[src/rtl/wb_pkg.sv]
// Shared types for the writeback arbiter: the FIFO entry and a register-mask helper.
package wb_pkg;

  typedef struct packed {
    logic [4:0]  rd;
    logic [31:0] data;
  } wb_entry_t;

  localparam logic [4:0] REG_ZERO = 5'd0;

  function automatic logic [31:0] rd_mask(input logic [4:0] rd);
    rd_mask = 32'd1 << rd;
  endfunction

endpackage

[src/rtl/wb_fifo.sv]
// Synchronous FIFO of writeback entries; the head is visible with no read latency.
module wb_fifo
  import wb_pkg::*;
#(
  parameter int DEPTH = 4
) (
  input  logic                   clk,
  input  logic                   reset_n,
  input  logic                   push,
  input  wb_entry_t              wdata,
  input  logic                   pop,
  output wb_entry_t              rdata,
  output logic                   full,
  output logic                   empty,
  output logic [$clog2(DEPTH):0] count
);

  localparam int AW = $clog2(DEPTH);
  localparam logic [AW:0] CNT_FULL = (AW+1)'(DEPTH);
  localparam logic [AW:0] CNT_ZERO = (AW+1)'(1'b0);

  wb_entry_t     mem_r [DEPTH];
  logic [AW-1:0] wr_ptr_r;
  logic [AW-1:0] rd_ptr_r;
  logic [AW:0]   count_r;
  logic          do_push_s;
  logic          do_pop_s;

  assign full      = (count_r == CNT_FULL);
  assign empty     = (count_r == CNT_ZERO);
  assign count     = count_r;
  assign rdata     = mem_r[rd_ptr_r];
  assign do_push_s = push && !full;
  assign do_pop_s  = pop && !empty;

  // Entry storage, cleared on reset so a stale head never leaks out.
  always_ff @(posedge clk or negedge reset_n) begin
    if (!reset_n) begin
      for (int i = 0; i < DEPTH; i++) begin
        mem_r[i] <= '0;
      end
    end else if (do_push_s) begin
      mem_r[wr_ptr_r] <= wdata;
    end
  end

  // Pointers wrap naturally at DEPTH; occupancy is tracked separately.
  always_ff @(posedge clk or negedge reset_n) begin
    if (!reset_n) begin
      wr_ptr_r <= AW'(1'b0);
      rd_ptr_r <= AW'(1'b0);
      count_r  <= CNT_ZERO;
    end else begin
      if (do_push_s) begin
        wr_ptr_r <= wr_ptr_r + AW'(1'b1);
      end
      if (do_pop_s) begin
        rd_ptr_r <= rd_ptr_r + AW'(1'b1);
      end
      case ({do_push_s, do_pop_s})
        2'b10:   count_r <= count_r + (AW+1)'(1'b1);
        2'b01:   count_r <= count_r - (AW+1)'(1'b1);
        default: count_r <= count_r;
      endcase
    end
  end

endmodule

[src/rtl/wb_arbiter.sv]
// Owns the register-file write port: ALU results take priority, loads queue in a FIFO,
// and a scoreboard tracks which load destinations are still outstanding.
module wb_arbiter
  import wb_pkg::*;
#(
  parameter int DEPTH = 4
) (
  input  logic                   clk,
  input  logic                   reset_n,
  input  logic                   alu_valid,
  output logic                   alu_ready,
  input  logic [4:0]             alu_rd,
  input  logic [31:0]            alu_data,
  input  logic                   ld_valid,
  output logic                   ld_ready,
  input  logic [4:0]             ld_rd,
  input  logic [31:0]            ld_data,
  input  logic                   issue_valid,
  input  logic [4:0]             issue_rd,
  output logic [31:0]            busy,
  output logic [$clog2(DEPTH):0] fifo_count,
  output logic                   we3,
  output logic [4:0]             a3,
  output logic [31:0]            wd3
);

  logic      fifo_full_s;
  logic      fifo_empty_s;
  wb_entry_t head_s;
  wb_entry_t ld_entry_s;
  logic      alu_acc_s;
  logic      ld_acc_s;
  logic      pop_s;
  logic      sel_valid_s;
  wb_entry_t sel_entry_s;
  logic [31:0] set_mask_s;
  logic [31:0] clr_mask_s;
  logic [31:0] busy_next_s;

  logic        we3_r;
  logic [4:0]  a3_r;
  logic [31:0] wd3_r;
  logic [31:0] busy_r;

  // A full FIFO blocks the ALU so the queued loads cannot starve.
  assign alu_ready  = !fifo_full_s;
  assign ld_ready   = !fifo_full_s;
  assign alu_acc_s  = alu_valid && alu_ready;
  assign ld_acc_s   = ld_valid && ld_ready;
  assign ld_entry_s = '{rd: ld_rd, data: ld_data};

  wb_fifo #(.DEPTH(DEPTH)) u_fifo (
    .clk     (clk),
    .reset_n (reset_n),
    .push    (ld_acc_s),
    .wdata   (ld_entry_s),
    .pop     (pop_s),
    .rdata   (head_s),
    .full    (fifo_full_s),
    .empty   (fifo_empty_s),
    .count   (fifo_count)
  );

  // Write-port selection and scoreboard masks.
  always_comb begin
    pop_s       = 1'b0;
    sel_valid_s = 1'b0;
    sel_entry_s = '0;
    clr_mask_s  = 32'd0;
    set_mask_s  = 32'd0;
    if (alu_acc_s) begin
      sel_valid_s = 1'b1;
      sel_entry_s = '{rd: alu_rd, data: alu_data};
    end else if (!fifo_empty_s) begin
      pop_s       = 1'b1;
      sel_valid_s = 1'b1;
      sel_entry_s = head_s;
      clr_mask_s  = rd_mask(head_s.rd);
    end else begin
      sel_valid_s = 1'b0;
    end
    if (issue_valid && (issue_rd != REG_ZERO)) begin
      set_mask_s = rd_mask(issue_rd);
    end else begin
      set_mask_s = 32'd0;
    end
    busy_next_s = ((busy_r & ~clr_mask_s) | set_mask_s) & ~32'd1;
  end

  // Output register; a3/wd3 hold when no entry is selected.
  always_ff @(posedge clk or negedge reset_n) begin
    if (!reset_n) begin
      we3_r <= 1'b0;
      a3_r  <= 5'd0;
      wd3_r <= 32'd0;
    end else begin
      we3_r <= sel_valid_s && (sel_entry_s.rd != REG_ZERO);
      if (sel_valid_s) begin
        a3_r  <= sel_entry_s.rd;
        wd3_r <= sel_entry_s.data;
      end
    end
  end

  // Pending-load scoreboard.
  always_ff @(posedge clk or negedge reset_n) begin
    if (!reset_n) begin
      busy_r <= 32'd0;
    end else begin
      busy_r <= busy_next_s;
    end
  end

  assign we3  = we3_r;
  assign a3   = a3_r;
  assign wd3  = wd3_r;
  assign busy = busy_r;

endmodule
[config.mk]
export PLATFORM = sky130hd
export DESIGN_NAME = wb_arbiter
export DESIGN_NICKNAME = d
export VERILOG_FILES = /design/src/rtl/wb_pkg.sv /design/src/rtl/wb_fifo.sv /design/src/rtl/wb_arbiter.sv
export SDC_FILE = /design/constraint.sdc
export NUM_CORES = 1
export LEC_CHECK = 0
export CORE_AREA = 4 4 162 125
export CTS_CLUSTER_SIZE = 14
export DETAILED_ROUTE_END_ITERATION = 8
export DIE_AREA = 0 0 166 129
export DONT_BUFFER_PORTS = 1
export GPL_ROUTABILITY_DRIVEN = 0
export PLACE_DENSITY = 0.69
export SLEW_MARGIN = 10
export SYNTH_ARGS = -nofsm -noshare
export SYNTH_HDL_FRONTEND = slang
export SYNTH_HIERARCHICAL = 1
export SYNTH_SLANG_ARGS = --single-unit
[constraint.sdc]
create_clock -name clk -period 3.3 [get_ports clk]
set_input_delay 0.99 -clock clk [delete_from_list [all_inputs] [get_ports clk]]
set_output_delay 0.99 -clock clk [all_outputs]
set_load 0.02 [all_outputs]
### Word level (Yosys, flattened, before mapping)

Index checks and enable logic that the tools add are counted.
W data, S select, Z words.

| storage, ports and cells | value |
|---|---|
| register bits after elaboration | 224 |
| output and inout port bits | 75 |
| logic and storage cells | 60 |

| operators by class | value |
|---|---|
| $add $sub $neg | 4 |
| magnitude comparators | 3 |
| equal/unequal tests | 3 |
| shift operators | 2 |
| mux-type cells | 15 |
| bitwise operators | 5 |
| reduce and logical (&&, ||, !) cells | 13 |

Operators with widths:

| cell | count |
|---|---|
| $mux W37 | 5 |
| $bwmux W148 | 1 |
| $mux W32 | 3 |
| $bmux W37 S2 | 1 |
| $demux W37 S2 | 1 |
| $shl A1 B5 Y32 const A | 2 |
| $and A32 B32 Y32 | 1 |
| $not A32 Y32 | 1 |
| $or A32 B32 Y32 | 1 |
| $reduce_bool A5 Y1 | 2 |
| $logic_and A1 B1 Y1 | 7 |
| $ge A3 B3 Y1 const B | 2 |
| $not A2 Y3 | 2 |
| $pmux W3 S2 | 1 |
| $add A2 B1 Y2 const B | 2 |
| $add A3 B1 Y3 const B | 1 |
| $eq A3 B3 Y1 const B | 1 |
| $logic_not A3 Y1 | 1 |
| $lt A3 B1 Y1 const B | 1 |
| $mux W1 | 3 |
| $sub A3 B1 Y3 const B | 1 |
| $eq A2 B1 Y1 const B | 1 |
| $eq A2 B2 Y1 const B | 1 |
| $logic_not A1 Y1 | 2 |
| $reduce_bool A2 Y1 | 1 |

### Longest topological paths before layout

| depth | value |
|---|---|
| word-level depth | 10 |
| mapped depth | 12 |

### Cells and area by module

The synthesis kept the hierarchy.

By module, submodules not included:

| module | times used | cells an instance | area each (um^2) | seq. area each (um^2) |
|---|---|---|---|---|
| wb_fifo | 1 | 393 | 6,907.9 | 3,878.7 |
| wb_arbiter | 1 | 306 | 3,195.6 | 1,726.7 |

### Worst setup path after synthesis

No wires, ideal clock.

| timing | value |
|---|---|
| path type | reg-to-reg |
| start point | register u_fifo.count_r[2], in the netlist u_fifo/count[2] |
| end point | register u_fifo.count_r[2], in the netlist u_fifo/count[2] |
| library setup time | 0.080 ns |
| arrival | 2.679 ns |
| data required time | 3.220 ns |
| path slack | 0.541 ns |
| stages on the path, launching flop included | 13 |
| clock period less this slack | 2.759 ns |
| cell sequence | dfrtp_1 nor3b_4 nor2b_1 buf_4 buf_2 nor2_1 o31a_1 ha_1 inv_1 fa_1 xor2_1 nor2_1 xor2_1 |

| between the ends | value |
|---|---|
| word-level cells in the longest chain between the ends | 7 |
| elaborated cells on any way between the ends | 16 |
| those cells by class | 2 x add/sub; 3 x eq/ne; 3 x mux; 8 x reduce/logical |

Ends and longest elaborated chain:

| what | line | text |
|---|---|---|
| from (decl) | wb_fifo.sv:25 | `logic [AW:0] count_r;` |
| from (signal assigned) | wb_fifo.sv:61 | `2'b10: count_r <= count_r + (AW+1)'(1'b1);` |
| from (signal assigned) | wb_fifo.sv:62 | `2'b01: count_r <= count_r - (AW+1)'(1'b1);` |
| from (signal assigned) | wb_fifo.sv:63 | `default: count_r <= count_r;` |
| $eq A3 B3 Y1 * | wb_fifo.sv:29 | `assign full = (count_r == CNT_FULL);` |
| via fifo_full_s | wb_arbiter.sv:27 | `logic fifo_full_s;` |
| $logic_not A1 Y1 * | wb_arbiter.sv:46 | `assign alu_ready = !fifo_full_s;` |
| $logic_and A1 B1 Y1 * | wb_arbiter.sv:48 | `assign alu_acc_s = alu_valid && alu_ready;` |
| $mux W1 * | wb_arbiter.sv:71 | `if (alu_acc_s) begin` |
| via pop_s | wb_arbiter.sv:33 | `logic pop_s;` |
| $logic_and A1 B1 Y1 * | wb_fifo.sv:34 | `assign do_pop_s = pop && !empty;` |
| via u_fifo.do_pop_s | wb_fifo.sv:27 | `logic do_pop_s;` |
| $eq A2 B1 Y1 / $eq A2 B2 Y1 (equally long branches) | wb_fifo.sv:60 | `case ({do_push_s, do_pop_s})` |
| $pmux W3 S2 / $reduce_bool A2 Y1 (equally long branches) | - |  |

The timed path passes the listed nets; every way through them passes the cells marked *.
A chain may end at the register's enable or synchronous reset.

### Worst setup path after layout

| timing | value |
|---|---|
| start point | register u_fifo.count_r[2], in the netlist u_fifo/count[2] |
| end point | output port alu_ready |

| between the ends | value |
|---|---|
| word-level cells in the longest chain between the ends | 2 |

Ends and longest elaborated chain:

| what | line | text |
|---|---|---|
| $eq A3 B3 Y1 | wb_fifo.sv:29 |  |
| via fifo_full_s | wb_arbiter.sv:27 |  |
| $logic_not A1 Y1 | wb_arbiter.sv:46 |  |
| to (decl) | wb_arbiter.sv:11 | `output logic alu_ready,` |

The timed path passes the listed nets, and every way through them passes these cells.

==> impl_metrics.env <==
export IMPL_outcome="finished clean"
export IMPL_drv_cap=0
export IMPL_drive_gt1_share_pct=35.67
export IMPL_grt_max_degree=225
export IMPL_ctsLongestPathBuffers=3
export IMPL_fin_nets=791
export IMPL_path_max_fanout=8
export IMPL_rows=43
export IMPL_cts_repair_resized=0
export IMPL_port_buffers=0
export IMPL_setup_tns_ns=0
export IMPL_async_reset_ff_share_pct=100.0
export IMPL_root_buffer="clkbuf_16"
export IMPL_rsz0062_at_grt="no"
export IMPL_cts_tree="built"
export IMPL_drt_iter0_markers=343
export IMPL_synth_seq_cells=224
export IMPL_vdd_drop_max_mv=0.5757
export IMPL_synth_nets=789
export IMPL_max_slew_margin_pct=45.20
export IMPL_drt_wirelength_per_cell_um=22.52
export IMPL_fmax_ghz=0.3602
export IMPL_cts_max_level=1
export IMPL_synth_area_um2=10100
export IMPL_ys_warn_count=6
export IMPL_critical_path_buf_inv_count=2
export IMPL_synth_distinct_cells=44
export IMPL_critical_path_max_stage_delay_ns=0.54
export IMPL_ys_seq_area_share_pct=55.48
export IMPL_criticalPathCategory="reg -> out"
export IMPL_multiInputGateArea_um2=4170
export IMPL_r2r_end="u_fifo/count[2]"
export IMPL_crit_path_top_delay_cell="dfrtp_1"
export IMPL_synth_largest_area_cell="dfrtp_1"
export IMPL_clk_latency_ns=0.51
export IMPL_syn_to_final_growth_pct=8.062
export IMPL_power_mw=12.43
export IMPL_synth_area_leaders="dfrtp_1 (55%), mux2_2 (14%), mux4_2 (8.2%)"
export IMPL_place_area_um2=10220
export IMPL_fill_cells=1425
export IMPL_synthTopCellsByCount="dfrtp_1 (224), mux2_2 (128), o21ai_0 (63), nand2_1 (46), mux4_2 (37)"
export IMPL_cp_top_family="flip-flops"
export IMPL_crit_chain="nor3b_4 -> buf_4 -> inv_1"
export IMPL_ys_flop_type="dfrtp_1"
export IMPL_vias_per_cell=5.931
export IMPL_period_share_pct=84.14
export IMPL_r2r_slack_ns=0.80
export IMPL_hold_violations=0
export IMPL_cts_made_buffers=23
export IMPL_grt_pass1_wl_um=35290
export IMPL_die_x_um=166
export IMPL_antenna_found_initial=0
export IMPL_grt_usage_pct=20.50
export IMPL_ant_nets=0
export IMPL_clkTransAtPathRegs_ns=0.06
export IMPL_dp_slack_ns=0.7915
export IMPL_fin_crit_ns=2.776
export IMPL_clkSinkCount=224
export IMPL_die_h_um=129
export IMPL_cp_end_kind="output port"
export IMPL_skew_ns=0.01147
export IMPL_drc=0
export IMPL_regArea_um2=5608
export IMPL_power_density_nw_per_um2=1138
export IMPL_num_vias=5688
export IMPL_fin_ws_ns=0.5235
export IMPL_hold_path_class="in -> async"
export IMPL_postSynthAreaPerCell_um2=14.45
export IMPL_rr_startpoint="u_fifo/count[2]"
export IMPL_dp_hpwl_um=14160
export IMPL_firstDrtPassIters=4
export IMPL_io_pins=159
export IMPL_critPathRequiredTime_ns=2.31
export IMPL_cts_setup_buffers=0
export IMPL_finish_utilization_pct=59.16
export IMPL_initial_core_util_pct=54.75
export IMPL_drv_slew=0
export IMPL_ctsHoldBuffers=0
export IMPL_dieArea_um2=21410
export IMPL_p_leak_nw=4.500
export IMPL_wirelength_um=21600
export IMPL_netlist_instances=699
export IMPL_arrival_ns=1.79
export IMPL_final_area_um2=10920
export IMPL_yosysTopAreaCellShare_pct=55.48
export IMPL_setup_viol=0
export IMPL_synth_edf_count=0
export IMPL_antenna_cells=0
export IMPL_grt_pass1_vias=6365
export IMPL_grt_overflow_total=0
export IMPL_cp_start_kind="register"
export IMPL_core_um2=18450
export IMPL_yosysMostFrequentCell="dfrtp_1"
export IMPL_reg2regPathDepth=11
export IMPL_worst_slew_pin_transition_ns=0.8219
## where the power goes
group	internal [mW]	switching, mW	leakage, nW	total, mW
Sequential	4.16	1.44	2.68	5.60
Clock	1.43	1.02	0.347	2.46
Combinational	2.44	1.93	1.47	4.37
Total	8.03	4.39	4.50	12.4
## state kept, by name, summed over array words and instances, names as in the netlist
signal and flops:
a3 5, busy 31, u_fifo/count 3, u_fifo/mem_r 148, u_fifo/rd_ptr_r 2, u_fifo/wr_ptr_r 2, wd3 32, we3 1
## placed cells by master (no fill, tap or decap), types with 4 or more instances in the layout
cell type	netlist	final
mux2_4	21	21
or2_2	4	4
mux4_2	37	37
nand3_1	8	8
mux2_2	128	128
o21ai_0	63	63
buf_4	6	14
nor2_4	4	4
dfrtp_1	224	222
nand4_1	6	6
mux2i_1	36	36
clkbuf_1	4	4
ha_1	5	5
inv_1	7	7
clkbuf_8	0	4
nor2b_1	5	4
clkbuf_16	0	23
nand2b_1	6	6
nand2_1	46	46
o21ai_1	31	31
## routing by layer
layer | GRT usage (%) | up-vias | share of wire, %
li1 | - | 2529 | -
met1 | 25.38 | 2976 | 41
met2 | 35.99 | 160 | 50
met3 | 6.665 | 23 | 8.1
met4 | 4.122 | 0 | 1.5
met5 | 0 | - | 0
## cell families after synthesis
logic type / synth area share, %
flip-flops: 55.48
multiplexers: 29.20
AND/OR/NAND/NOR: 5.697
AO/OA/AOI/OAI: 4.879
buffers and inverters: 3.368
adder cells (fa/ha/maj): 0.8173
XOR/XNOR: 0.5202
other: 0.03712
## worst max path at each step
stage / start / end / depth (start not counted)
after floorplan: u_fifo/count[2] / u_fifo/count[2] / 12
after global placement: alu_valid / u_fifo/count[2] / 9
after detailed placement: alu_valid / u_fifo/count[2] / 9
after CTS: u_fifo/count[2] / alu_ready / 3
after global routing: u_fifo/count[2] / ld_ready / 3
final: u_fifo/count[2] / alu_ready / 3
## area by class of cell
type | instances | area share [%]
Clock buffer | 31 | 5.913
Clock inverter | 5 | 0.4928
Inverter | 7 | 0.2407
Multi-Input combinational cell | 431 | 38.20
Sequential cell | 224 | 51.36
Tap cell | 247 | 2.831
Timing Repair Buffer | 14 | 0.9626
## per-stage QoR
stage / hold slack [ns] / instances
after floorplan: 0.4751 / 699
after detailed placement: 0.4898 / 923
after global routing: 0.1465 / 959
final: 0.1751 / 959
after CTS: 0.1558 / 959
after global placement: 0.4828 / 923
(Power assumes the default switching activity.)
